## src/rtl/comparator_pkg.sv

```systemverilog
// Shared definitions for the iterative comparator: operation encodings,
// FSM state type and the helper that maps latched flags to a result bit.
package comparator_pkg;

    typedef enum logic [2:0] {
        OP_EQ = 3'b000,
        OP_GE = 3'b001,
        OP_LE = 3'b010,
        OP_GT = 3'b011,
        OP_LT = 3'b100,
        OP_NE = 3'b101
    } op_e;

    typedef enum logic [1:0] {
        S_IDLE = 2'd0,
        S_SCAN = 2'd1,
        S_DONE = 2'd2
    } state_e;

    // Encodings 110/111 are reserved; they scan normally and return 0.
    function automatic logic op_is_valid(input logic [2:0] op);
        return op <= OP_NE;
    endfunction

    // Map the latched eq/gt/lt flags to the requested relation.
    function automatic logic op_result(input logic [2:0] op,
                                       input logic       eq,
                                       input logic       gt,
                                       input logic       lt);
        logic res;
        res = 1'b0;
        case (op)
            OP_EQ:   res = eq;
            OP_GE:   res = eq | gt;
            OP_LE:   res = eq | lt;
            OP_GT:   res = gt;
            OP_LT:   res = lt;
            OP_NE:   res = gt | lt;
            default: res = 1'b0;
        endcase
        return res;
    endfunction

endpackage

```

## src/rtl/chunk_compare.sv

```systemverilog
// Combinational compare of one CHUNK-wide slice of both operands.
// When i_flip_msb is set the top bit of both slices is inverted, which turns
// an unsigned compare of the most significant slice into a two's-complement one.
module chunk_compare #(
    parameter int CHUNK = 8
) (
    input  logic [CHUNK-1:0] i_a,
    input  logic [CHUNK-1:0] i_b,
    input  logic             i_flip_msb,
    output logic             o_eq,
    output logic             o_gt
);

    logic [CHUNK-1:0] w_mask;
    logic [CHUNK-1:0] w_a;
    logic [CHUNK-1:0] w_b;

    assign w_mask = CHUNK'(i_flip_msb) << (CHUNK - 1);
    assign w_a    = i_a ^ w_mask;
    assign w_b    = i_b ^ w_mask;
    assign o_eq   = (w_a == w_b);
    assign o_gt   = (w_a >  w_b);

endmodule

```

## src/rtl/iterative_comparator.sv

```systemverilog
// Multi-cycle magnitude comparator: walks the operands CHUNK bits per cycle,
// most significant chunk first, and stops at the first differing chunk.
// Optional feature macro: COMPARATOR_SIGNED_EN adds the in_signed port and
// two's-complement compare; without it every compare is unsigned.
module iterative_comparator
    import comparator_pkg::*;
#(
    parameter int WIDTH = 32,
    parameter int CHUNK = 8
) (
    input  logic             clock,
    input  logic             reset_n,
    input  logic             in_valid,
    output logic             in_ready,
    input  logic [WIDTH-1:0] in_a,
    input  logic [WIDTH-1:0] in_b,
    input  logic [2:0]       in_op,
`ifdef COMPARATOR_SIGNED_EN
    input  logic             in_signed,
`endif
    output logic             out_valid,
    input  logic             out_ready,
    output logic             out_result
);

    localparam int NCHUNK = WIDTH / CHUNK;
    localparam int IDX_W  = (NCHUNK > 1) ? $clog2(NCHUNK) : 1;
    localparam logic [IDX_W-1:0] IDX_TOP = IDX_W'(NCHUNK - 1);

    state_e           r_state;
    logic [WIDTH-1:0] r_a;
    logic [WIDTH-1:0] r_b;
    logic [2:0]       r_op;
    logic [IDX_W-1:0] r_idx;
    logic             r_eq;
    logic             r_gt;
    logic             r_lt;
    logic             r_in_ready;
    logic             r_out_valid;

    logic [CHUNK-1:0] w_a_chunk;
    logic [CHUNK-1:0] w_b_chunk;
    logic             w_flip;
    logic             w_chunk_eq;
    logic             w_chunk_gt;
    logic             w_last;
    logic             w_stop;

    assign w_a_chunk = r_a[r_idx*CHUNK +: CHUNK];
    assign w_b_chunk = r_b[r_idx*CHUNK +: CHUNK];
    assign w_last    = (r_idx == '0);
    // Reserved ops never exit early, so they always take the full scan.
    assign w_stop    = !w_chunk_eq && (op_is_valid(r_op) || w_last);

`ifdef COMPARATOR_SIGNED_EN
    logic r_signed;
    assign w_flip = r_signed && (r_idx == IDX_TOP);
`else
    assign w_flip = 1'b0;
`endif

    chunk_compare #(
        .CHUNK      (CHUNK)
    ) u_chunk_compare (
        .i_a        (w_a_chunk),
        .i_b        (w_b_chunk),
        .i_flip_msb (w_flip),
        .o_eq       (w_chunk_eq),
        .o_gt       (w_chunk_gt)
    );

    // Request/scan/result handshake FSM with registered ready/valid.
    // NOTE: every register here is written with <= so all updates take effect
    // together at the edge and the read of r_idx sees the pre-edge value.
    always_ff @(posedge clock or negedge reset_n) begin
        if (!reset_n) begin
            r_state     <= S_IDLE;
            r_a         <= '0;
            r_b         <= '0;
            r_op        <= '0;
            r_idx       <= '0;
            r_eq        <= 1'b0;
            r_gt        <= 1'b0;
            r_lt        <= 1'b0;
            r_in_ready  <= 1'b1;
            r_out_valid <= 1'b0;
        end else begin
            case (r_state)
                S_IDLE: begin
                    if (in_valid) begin
                        r_a        <= in_a;
                        r_b        <= in_b;
                        r_op       <= in_op;
                        r_idx      <= IDX_TOP;
                        r_eq       <= 1'b0;
                        r_gt       <= 1'b0;
                        r_lt       <= 1'b0;
                        r_in_ready <= 1'b0;
                        r_state    <= S_SCAN;
                    end
                end
                S_SCAN: begin
                    if (w_stop) begin
                        r_gt        <= w_chunk_gt;
                        r_lt        <= !w_chunk_gt;
                        r_out_valid <= 1'b1;
                        r_state     <= S_DONE;
                    end else if (w_last) begin
                        r_eq        <= 1'b1;
                        r_out_valid <= 1'b1;
                        r_state     <= S_DONE;
                    end else begin
                        r_idx <= r_idx - IDX_W'(1);
                    end
                end
                S_DONE: begin
                    if (out_ready) begin
                        r_out_valid <= 1'b0;
                        r_in_ready  <= 1'b1;
                        r_state     <= S_IDLE;
                    end
                end
                default: begin
                    r_out_valid <= 1'b0;
                    r_in_ready  <= 1'b1;
                    r_state     <= S_IDLE;
                end
            endcase
        end
    end

`ifdef COMPARATOR_SIGNED_EN
    // Capture the signedness of the request alongside its operands.
    always_ff @(posedge clock or negedge reset_n) begin
        if (!reset_n) begin
            r_signed <= 1'b0;
        end else if (r_state == S_IDLE && in_valid) begin
            r_signed <= in_signed;
        end
    end
`endif

    assign in_ready   = r_in_ready;
    assign out_valid  = r_out_valid;
    assign out_result = r_out_valid & op_result(r_op, r_eq, r_gt, r_lt);

endmodule

```

## config.mk

```make
export PLATFORM = sky130hd
export DESIGN_NAME = iterative_comparator
export DESIGN_NICKNAME = d
export VERILOG_FILES = /design/src/rtl/comparator_pkg.sv /design/src/rtl/chunk_compare.sv /design/src/rtl/iterative_comparator.sv
export SDC_FILE = /design/constraint.sdc
export NUM_CORES = 1
export LEC_CHECK = 0
export ABC_CLOCK_PERIOD_IN_PS = 2800
export BUFFER_PORTS_ARGS = -buffer_cell sky130_fd_sc_hd__buf_2
export CAP_MARGIN = 15
export CELL_PAD_IN_SITES_DETAIL_PLACEMENT = 2
export CELL_PAD_IN_SITES_GLOBAL_PLACEMENT = 2
export CORE_AREA = 3 3 102 104
export CTS_CLUSTER_SIZE = 24
export DETAILED_ROUTE_END_ITERATION = 16
export DIE_AREA = 0 0 105 107
export PLACE_DENSITY = 0.86
export SKIP_LAST_GASP = 1
export SLEW_MARGIN = 10
export SYNTH_ARGS = -nofsm -noshare
export SYNTH_HDL_FRONTEND = slang
export SYNTH_SLANG_ARGS = --single-unit
```

## constraint.sdc

```tcl
create_clock -name clock -period 2.8 [get_ports clock]
set_input_delay 0.56 -clock clock [delete_from_list [all_inputs] [get_ports clock]]
set_output_delay 0.56 -clock clock [all_outputs]
set_load 0.02 [all_outputs]
```

==> flow_summary_export.csv <==
group,metric,value,unit
synthesis,synth.area.top_cells,"dfrtp_1 (52%), mux2_2 (19%), mux4_2 (10%)",
clocking,tritoncts,"yes",
route,drt_iter0_drc,85,
hold_path,hp-class,"in -> async",
cells_and_area,layout_commonest_cell,"dfrtp_1",
cells_and_area,drive_gt1_share,57.5,%
grt,first_global_vias,2656,
floorplan,core-area,9640,sq um
cells_and_area,antenna_cells,0,
cells_and_area,final_nets,394,
grt,track_usage,17.8,%
cells_and_area,fin_cells,451,
critical_path,crit_arrival,2.89,ns
route,routed_wirelength,9.26,mm
sta,setup_tns,0,ns
power,vdd_drop_max,0.393,mV
cells_and_area,area_growth,21.4,%
synthesis,ys_warn_count,0,
sta,hold_violations,0,
clocking,path_clk_slew,0.08,ns
cells_and_area,final_cell_area,4350,sq um
synthesis,ys_ff_latch,76,
sta,clock-skew-final,0.00751,ns
clocking,cts_buffers,9,
synthesis,synthCells,237,
sta,rsz0062_at_grt,"no",
place,placed_area,4100,sq um
synthesis,syn_nets,317,
sta,holdWs,0.355,ns
clocking,cts_setup_buffers,0,
place,place.gp.congestion,0.763,
sta,setup_viol,0,
synthesis,synth_top_area_share,52.3,%
route,ant_nets,0,
synthesis,syn_area_per_cell,15.1,sq um
cells_and_area,utilization,45.2,%
route,drc,0,
sta,slew_violations,0,
synthesis,synth_top_family_by_area,"multiplexers",
sta,min_period,2.66,ns
route,num_vias,2245,
power,power.total,5.42,mW
floorplan,io_pins,74,
route,viasPerCell,4.98,
critical_path,crit_fanout,13,
grt,grt_start_max_net_pins,77,
synthesis,yosysUniqueCellTypes,33,
clocking,cts-root-buf,"clkbuf_8",
run_status,status,"finished clean",
synthesis,synth_compound_area_share,3.87,%
grt,antenna_found_initial,0,
synthesis,synth_mux_area_share,33.0,%
synthesis,yosysTopAreaCell,"dfrtp_1",
run,max-cap-violations,0,
sta,slew_headroom,35.9,%
synthesis,synth_xor_area_share,0,%
synthesis,syn_area,3590,sq um
critical_path,end_kind,"flop",
power,power_leakage,1.97,nW
critical_path,worstSetupStartpointType,"flop",
route,wire_per_inst,20.5,microns
place,hpwl,6.50,mm
sta,worst_slew_pin_slew,0.962,ns
floorplan,initial_core_util,37.2,%
floorplan,chipHeight,107,microns
grt,grt_pass1_wl,14.9,mm
place,place_inst,436,
critical_path,crit_required,3.04,ns
floorplan,rows,36,
synthesis,synthAdderAreaFrac,3.14,%
sta,finalCritPeriodShare,94.9,%
clocking,htreeDepth,3,
grt,overflow,0,
power,pwr_density_cell,1240,nW/um^2
critical_path,crit_type,"reg -> reg",
sta,max_freq,0.376,GHz
place,pre_cts_slack,0.170,ns
synthesis,yosysSeqAreaShare,53.1,%
clocking,cts_sinks,76,
floorplan,dieArea,11200,sq um
place,portBuffers,73,
sta,timing.final.ws_setup,0.144,ns
floorplan,die_x,105,microns
clocking,clk_latency,0.35,ns
cells_and_area,layout_common_cells,"dfrtp_1 (75), buf_2 (72), mux2_2 (59)",
route,firstDrtPassIters,4,
clocking,cts_buffer_depth,2,
synthesis,synthSimpleGateAreaFrac,3.42,%
## what timing repair did
| action | 4_1_cts | 5_1_grt |
|---|---|---|
| gates resized for setup | 0 | 1 |
| endpoints found under the setup margin | 0 | 2 |
| hold buffers | 0 | 0 |
## area by class of cell
cell class / count / area (sq um)
repair buffers: 78 / 430
inverters: 12 / 45.0
fillers: 961 / 5290
clock buffers: 11 / 141
clock inverters: 4 / 97.6
multi-input cells: 137 / 1570
well taps: 133 / 166
flip-flops and latches: 76 / 1900
## cells by family after synthesis
family          Yosys count
fa+ha+maj                 9
simple gates             21
mux                      86
flops                    76
compound gates           21
buf+inv                  24
## worst max-delay path: stages (launching register included)
cell and delay, ns:
dfrtp_1 0.40, buf_12 0.18, mux4_2 0.52, ha_1 0.36, nand4_1 0.23, o221ai_4 0.32
and2_4 0.23, mux2_4 0.29
## metal layers
metal | track usage, % | part of all wire, % | vias up
met2 | 31.6 | 54 | 52
li1 | - | - | 1018
met4 | 5.15 | 1.7 | 0
met5 | 0 | 0 | -
met3 | 4.76 | 4.0 | 13
met1 | 21.2 | 40 | 1162
## where the power goes
group          switching (mW)  total [mW]  internal (mW)
sequential              0.390        2.05           1.66
clock                   0.416        1.03          0.612
combinational            1.05        2.34           1.29
## Yosys cell counts, drive strengths merged
| master | count |
|---|---|
| buf | 12 |
| o211ai | 1 |
| dfstp | 1 |
| nand3b | 1 |
| nand2 | 7 |
| o32ai | 1 |
| and2b | 1 |
| inv | 12 |
| o31a | 1 |
| a22oi | 1 |
| and2 | 1 |
| mux2i | 1 |
| o21a | 2 |
| a31o | 1 |
| a21oi | 8 |
| o221ai | 1 |
| nor3 | 1 |
| nor2b | 1 |
| o31ai | 1 |
| mux4 | 16 |
| nand4 | 2 |
| o21ai | 4 |
| ha | 9 |
| nand2b | 3 |
| dfrtp | 75 |
| nor2 | 4 |
| mux2 | 69 |
## registers in the layout, indices dropped and copies added (netlist names)
| register | cells |
|---|---|
| r_b | 32 |
| r_eq | 1 |
| r_idx | 2 |
| r_a | 32 |
| out_valid | 1 |
| r_op | 3 |
| r_gt | 1 |
| in_ready | 1 |
| r_state | 2 |
| r_lt | 1 |
## final timing paths
path,startpoint,to,slack (ns),cells after the start
worst max-delay path,r_idx[0],r_idx[1],0.14,7
worst min-delay path,reset_n,r_a[10],0.36,1
worst max register to register,r_idx[0],r_idx[1],0.14,7
worst min register to register,r_b[19],r_b[19],0.51,1
max in group asynchronous,reset_n,r_state[0],1.82,1
min in group clock,in_b[31],r_b[31],0.43,2
(Power assumes the default switching activity.)
